===== src/rtl/fluid_split_sequencer_if.sv =====
`timescale 1ns/1ps
// fluid_split_sequencer_if
// Start handshake between the run controller and the split sequencer.
//   start_valid  : controller -> sequencer, fill request valid
//   start_ready  : sequencer -> controller, sequencer idle and accepting
//   chamber_mask : controller -> sequencer, chambers to fill, sampled on handshake
// The master modport is the run controller, the slave modport is the sequencer.
interface fluid_split_sequencer_if #(
    parameter int N_CHAMBERS = 8
);
    logic                  start_valid;
    logic                  start_ready;
    logic [N_CHAMBERS-1:0] chamber_mask;

    modport master (
        output start_valid,
        output chamber_mask,
        input  start_ready
    );

    modport slave (
        input  start_valid,
        input  chamber_mask,
        output start_ready
    );
endinterface


===== src/rtl/fluid_split_sequencer.sv =====
`timescale 1ns/1ps
// fluid_split_sequencer
// Dispenses one fluid source into up to N_CHAMBERS chambers, one at a time in
// ascending index order. Each chamber gets a SCAN cycle, FILL_CYCLES metered
// (pressure-ok) cycles with its inlet valve open, then SETTLE_CYCLES with all
// valves closed. All outputs are decoded from registers (Moore).
// Ports:
//   clk, rst_n    : clock (rising edge), asynchronous active-low reset
//   start_if      : slave side of the start handshake (valid/ready/mask)
//   pressure_ok   : source pressure in range; metering pauses while low
//   abort         : synchronous abort of a run in progress
//   valve_en      : one-hot inlet valve enables, only during FILL
//   source_on     : source pump enable
//   cur_idx       : chamber currently being filled
//   filled_count  : chambers completed in the current run
//   busy          : high whenever not idle
//   done, aborted : one-cycle completion / abort pulses
module fluid_split_sequencer #(
    parameter int N_CHAMBERS    = 8,
    parameter int FILL_CYCLES   = 16,
    parameter int SETTLE_CYCLES = 4,
    localparam int IDX_W = $clog2(N_CHAMBERS),
    localparam int CNT_W = $clog2(N_CHAMBERS + 1)
) (
    input  logic                  clk,
    input  logic                  rst_n,
    fluid_split_sequencer_if.slave start_if,
    input  logic                  pressure_ok,
    input  logic                  abort,
    output logic [N_CHAMBERS-1:0] valve_en,
    output logic                  source_on,
    output logic [IDX_W-1:0]      cur_idx,
    output logic [CNT_W-1:0]      filled_count,
    output logic                  busy,
    output logic                  done,
    output logic                  aborted
);

    // One timer serves both FILL and SETTLE, so it is sized for the longer one.
    localparam int MAX_CYC = (FILL_CYCLES > SETTLE_CYCLES) ? FILL_CYCLES : SETTLE_CYCLES;
    localparam int TMR_W   = $clog2(MAX_CYC + 1);

    localparam logic [2:0] ST_IDLE   = 3'd0;
    localparam logic [2:0] ST_SCAN   = 3'd1;
    localparam logic [2:0] ST_FILL   = 3'd2;
    localparam logic [2:0] ST_SETTLE = 3'd3;
    localparam logic [2:0] ST_DONE   = 3'd4;

    logic [2:0]            state;
    logic [N_CHAMBERS-1:0] pending;
    logic [TMR_W-1:0]      timer;
    logic                  pressure_q;
    logic                  aborted_q;
    logic [IDX_W-1:0]      lowest_idx;

    // Lowest set bit of the pending mask; scanning downward lets the lowest
    // index overwrite any higher one, which gives ascending fill order.
    always_comb begin
        lowest_idx = '0;
        for (int i = N_CHAMBERS - 1; i >= 0; i--) begin
            if (pending[i]) begin
                lowest_idx = IDX_W'(i);
            end
        end
    end

    // Main sequencer. pressure_ok is registered before use so the pump and
    // metering never see a raw pneumatic-side input combinationally.
    // Abort outranks everything (including the FILL terminal count) outside IDLE.
    always_ff @(posedge clk or negedge rst_n) begin
        if (!rst_n) begin
            state        <= ST_IDLE;
            pending      <= '0;
            timer        <= '0;
            cur_idx      <= '0;
            filled_count <= '0;
            pressure_q   <= 1'b0;
            aborted_q    <= 1'b0;
        end else begin
            pressure_q <= pressure_ok;
            aborted_q  <= 1'b0;
            if (abort && (state != ST_IDLE)) begin
                state     <= ST_IDLE;
                pending   <= '0;
                aborted_q <= 1'b1;
            end else begin
                case (state)
                    ST_IDLE: begin
                        if (start_if.start_valid) begin
                            pending      <= start_if.chamber_mask;
                            filled_count <= '0;
                            state        <= (start_if.chamber_mask == '0) ? ST_DONE : ST_SCAN;
                        end
                    end
                    ST_SCAN: begin
                        cur_idx <= lowest_idx;
                        timer   <= TMR_W'(FILL_CYCLES - 1);
                        state   <= ST_FILL;
                    end
                    ST_FILL: begin
                        // Pressure-low cycles neither count nor end the fill.
                        if (pressure_q) begin
                            if (timer == '0) begin
                                pending[cur_idx] <= 1'b0;
                                filled_count     <= filled_count + CNT_W'(1);
                                timer            <= TMR_W'(SETTLE_CYCLES - 1);
                                state            <= ST_SETTLE;
                            end else begin
                                timer <= timer - TMR_W'(1);
                            end
                        end
                    end
                    ST_SETTLE: begin
                        if (timer == '0) begin
                            state <= (pending != '0) ? ST_SCAN : ST_DONE;
                        end else begin
                            timer <= timer - TMR_W'(1);
                        end
                    end
                    ST_DONE: begin
                        state <= ST_IDLE;
                    end
                    default: begin
                        state <= ST_IDLE;
                    end
                endcase
            end
        end
    end

    // Output decode from registered state only, so an asynchronous reset
    // closes every valve and stops the pump immediately.
    assign start_if.start_ready = (state == ST_IDLE);
    assign busy                 = (state != ST_IDLE);
    assign done                 = (state == ST_DONE);
    assign aborted              = aborted_q;
    assign source_on            = (state == ST_FILL) && pressure_q;
    assign valve_en             = (state == ST_FILL)
                                  ? ({{(N_CHAMBERS-1){1'b0}}, 1'b1} << cur_idx)
                                  : '0;

endmodule

===== src/flat_wrapper.sv =====
// flat-port wrapper written by rule: the top's interface ports become plain ports
module fluid_split_sequencer_flat 
#(
    parameter int N_CHAMBERS    = 8,
    parameter int FILL_CYCLES   = 16,
    parameter int SETTLE_CYCLES = 4,
    localparam int IDX_W = $clog2(N_CHAMBERS),
    localparam int CNT_W = $clog2(N_CHAMBERS + 1)
)
  (clk, rst_n, pressure_ok, abort, valve_en, source_on, cur_idx, filled_count, busy, done, aborted, start_if_start_valid, start_if_chamber_mask, start_if_start_ready);
  fluid_split_sequencer_if #(.N_CHAMBERS(N_CHAMBERS)) start_if_i ();
  input  logic clk;
  input  logic rst_n;
  input  logic pressure_ok;
  input  logic abort;
  output logic [N_CHAMBERS-1:0] valve_en;
  output logic source_on;
  output logic [IDX_W-1:0] cur_idx;
  output logic [CNT_W-1:0] filled_count;
  output logic busy;
  output logic done;
  output logic aborted;
  input wire logic [$bits(start_if_i.start_valid)-1:0] start_if_start_valid;
  input wire logic [$bits(start_if_i.chamber_mask)-1:0] start_if_chamber_mask;
  output wire logic [$bits(start_if_i.start_ready)-1:0] start_if_start_ready;
  assign start_if_i.start_valid = start_if_start_valid;
  assign start_if_i.chamber_mask = start_if_chamber_mask;
  assign start_if_start_ready = start_if_i.start_ready;
  fluid_split_sequencer #(.N_CHAMBERS(N_CHAMBERS), .FILL_CYCLES(FILL_CYCLES), .SETTLE_CYCLES(SETTLE_CYCLES)) u_core (.clk(clk), .rst_n(rst_n), .start_if(start_if_i), .pressure_ok(pressure_ok), .abort(abort), .valve_en(valve_en), .source_on(source_on), .cur_idx(cur_idx), .filled_count(filled_count), .busy(busy), .done(done), .aborted(aborted));
endmodule

===== config.mk =====
export PLATFORM = sky130hd
export DESIGN_NAME = fluid_split_sequencer_flat
export DESIGN_NICKNAME = d
export VERILOG_FILES = /design/src/rtl/fluid_split_sequencer_if.sv /design/src/rtl/fluid_split_sequencer.sv /design/src/flat_wrapper.sv
export SDC_FILE = /design/constraint.sdc
export NUM_CORES = 1
export LEC_CHECK = 0
export CORE_MARGIN = 2
export CORE_UTILIZATION = 54
export CTS_BUF_LIST = sky130_fd_sc_hd__clkbuf_16
export CTS_CLUSTER_DIAMETER = 200
export CTS_CLUSTER_SIZE = 28
export DETAILED_ROUTE_END_ITERATION = 8
export PLACE_DENSITY_LB_ADDON = 0.12
export REMOVE_ABC_BUFFERS = 1
export SYNTH_ARGS = -nofsm -noshare
export SYNTH_HDL_FRONTEND = slang
export SYNTH_SLANG_ARGS = --single-unit

===== constraint.sdc =====
create_clock -name clk -period 4.9 [get_ports clk]
set_input_delay 0.49 -clock clk [delete_from_list [all_inputs] [get_ports clk]]
set_output_delay 0.49 -clock clk [all_outputs]
set_load 0.05 [all_outputs]

==> impl_metrics.toml <==
[synth]
yosysUniqueCellTypes = 44
ys_seq_area_share_pct = 40.72
synth_cells = 161
yosys_warnings = 0
avgSynthCellArea_um2 = 9.543
synth_top_cell_by_area = "dfrtp_1"
synth_top_area_share_pct = 40.72
ys_top_cells_by_area = "dfrtp_1 (41%), a221o_1 (5.2%), nor2_1 (4.6%), o211a_1 (3.9%), nand2b_1 (3.3%)"
synth_area_um2 = 1536
yosys_register_bits = 25

[layout]
num-fill-cells = 212
area_growth_pct = 27.04
final_common_cell = "clkdlybuf4s50_1"
nets = 210
final_layout_size_suffix_gt1_share_pct = 9.845
final_cell_mix = "clkdlybuf4s50_1 (32), dfrtp_1 (25), nor2_1 (19), nand2_1 (10)"
finalInstanceArea_um2 = 1952
antenna_cells = 0

[sta]
tightest_slew_ns = 1.090
slew_violations = 0
max_freq_mhz = 344.0
relSlewSlack_pct = 27.11
fin_ws_ns = 1.993
final_hold_viol_count = 0
tns_ns = 0
setup_violations = 0
rsz0062_at_grt = "false"
period_needed_ns = 2.907
period_share_pct = 59.32
skew_ns = 0.001961

[die]
coreArea_um2 = 2734
die_x_um = 57.34
dieArea_um2 = 3288
row_count = 19
die_y_um = 57.34
initial_core_util_pct = 56.20
io_pins = 33

[routing]
drt_wl_total_mm = 3.870
drtPass1Iterations = 4
vias_per_cell = 6.473
avgRoutedWirePerCell_um = 17.28
num_vias = 1450
drc = 0
postRouteAntennaNets = 0
drt_iter0_drc = 94

[place]
pre_cts_ws_ns = 2.281
portBuffers = 32
place_area_um2 = 1873
hpwlAfterDp_mm = 2.796
place_congestion = 0.8260

[min_path]
hold_class = "reg2reg"
min-delay-start = "u_core.timer[0]"

[critical_path]
crit_path_cell_trace = "nor3b_2 -> nand2_1 -> nor3_1 -> clkdlybuf4s50_1"
critPathArrivalTime_ns = 2.42
critPathMaxStageDelay_ns = 0.83
worstSetupEndpointType = "output port"
cp-startpoint = "u_core.state[0]"
critPathSlowestCell = "clkdlybuf4s50_1"
worst-path-max-fanout = 15
crit_required_ns = 4.41
crit_type = "reg2out"
path_buf_inv = 1
rr_startpoint = "u_core.timer[0]"
crit_family = "buffers and inverters"
cp-start-kind = "flip-flop"

[cts]
cts-root-buf = "clkbuf_16"
hold_buffers = 0
clock_latency_ns = 0.25
post-cts-setup-buffers = 0
cts_buffers = 3
clk_pin_slew_worst_paths_ns = 0.06
cts_buffer_depth = 2
clock_sinks = 25
post_cts_resized = 0
htreeDepth = 1
cts_tree = "yes"

[pwr]
power.density_nw_per_um2 = 549.9
power.leakage_nw = 0.8539
irDropWorstVdd_mv = 0.4886
p_total_w = 0.001073

[global_route]
grt_pass1_vias = 1373
grt_pass1_wl_mm = 6.458
overflow = 0
antenna_found_initial = 0
grt_use_total_pct = 24.79
grt_start_max_net_pins = 26

[flow_run]
drv_cap = 0

[run_status]
outcome = "complete, no violations"
[kinds of logic (layout without fill, tap and decap cells)]
| kind of cell | count (synthesis) | count (layout) | synth area share [%] |
|---|---|---|---|
| flops | 25 | 25 | 40.72 |
| compound gates | 46 | 46 | 24.51 |
| simple gates | 72 | 72 | 26.55 |
| mux | 3 | 3 | 2.117 |
| buf+inv | 12 | 44 | 3.664 |
| fa+ha+maj | 3 | 3 | 2.443 |
[registers in the layout, summed over array words and instances (netlist names)]
name                 flops
u_core.filled_count      4
u_core.timer             5
u_core.state             3
u_core.cur_idx           3
u_core.aborted           1
u_core.pressure_q        1
u_core.pending           8
[layout make-up]
class | count | area, µm² | share of cell area [%]
sequential | 25 | 625.6 | 32.05
tap | 31 | 38.79 | 1.987
clock buffer | 3 | 75.07 | 3.846
timing repair buffer | 33 | 327.8 | 16.79
clock inverter | 1 | 3.754 | 0.1923
multi-input combinational | 124 | 854.6 | 43.78
inverter | 7 | 26.28 | 1.346
[worst paths after layout]
| kind | endpoint | slack (ns) | cells past startpoint |
|---|---|---|---|
| setup reg to reg | u_core.pending[1] | 2.80 | 6 |
| max in group asynchronous | u_core.state[0] | 3.42 | 1 |
| hold reg to reg | u_core.timer[0] | 0.50 | 1 |
| hold / removal | u_core.timer[0] | 0.50 | 1 |
| setup / recovery | valve_en[4] | 1.99 | 4 |
| min in group asynchronous | u_core.pending[4] | 0.82 | 1 |
[synthesized netlist by cell type (all sizes together)]
cell type	number
nor3b	3
nand2b	8
nor2b	4
a211o	2
or3	1
a32o	1
a32oi	1
o21ai	5
nor3	8
a211oi	1
nand2	11
a21bo	1
and3	1
o41ai	1
a22o	2
buf	4
a21oi	7
clkbuf	1
mux2i	1
o221a	1
mux2	2
nor2	19
nand3	2
nor4	5
o21bai	1
a221oi	2
o311a	2
nor4b	1
and2	4
nand4	3
ha	3
a221o	8
a311oi	1
dfrtp	25
o211a	6
a31oi	4
or2	2
inv	7
[power breakdown]
group	internal, W	total (W)	switching, W
clock network	0.000109	0.000177	0.0000683
logic	0.000195	0.000519	0.000324
registers	0.000271	0.000377	0.000105
total	0.000575	0.00107	0.000498
[metrics by stage]
| stage | instances | hold slack, ns | util, % |
|---|---|---|---|
| after CTS | 224 | 0.4959 | 71.40 |
| after global routing | 224 | 0.5324 | 71.40 |
| final | 224 | 0.4950 | 71.40 |
| after detailed placement | 220 | 0.4897 | 68.51 |
| after global placement | 220 | 0.4850 | 68.51 |
| after floorplan | 156 | 0.1944 | - |
[layer usage]
layer | share of wire (%) | GRT usage [%] | vias to the layer above
met1 | 45 | 35.68 | 724
met3 | 5.0 | 3.628 | 2
li1 | - | - | 677
met5 | 0 | 0 | -
met2 | 49 | 39.29 | 47
met4 | 0.44 | 6.645 | 0
No activity file was read; power rests on OpenSTA's default activity.
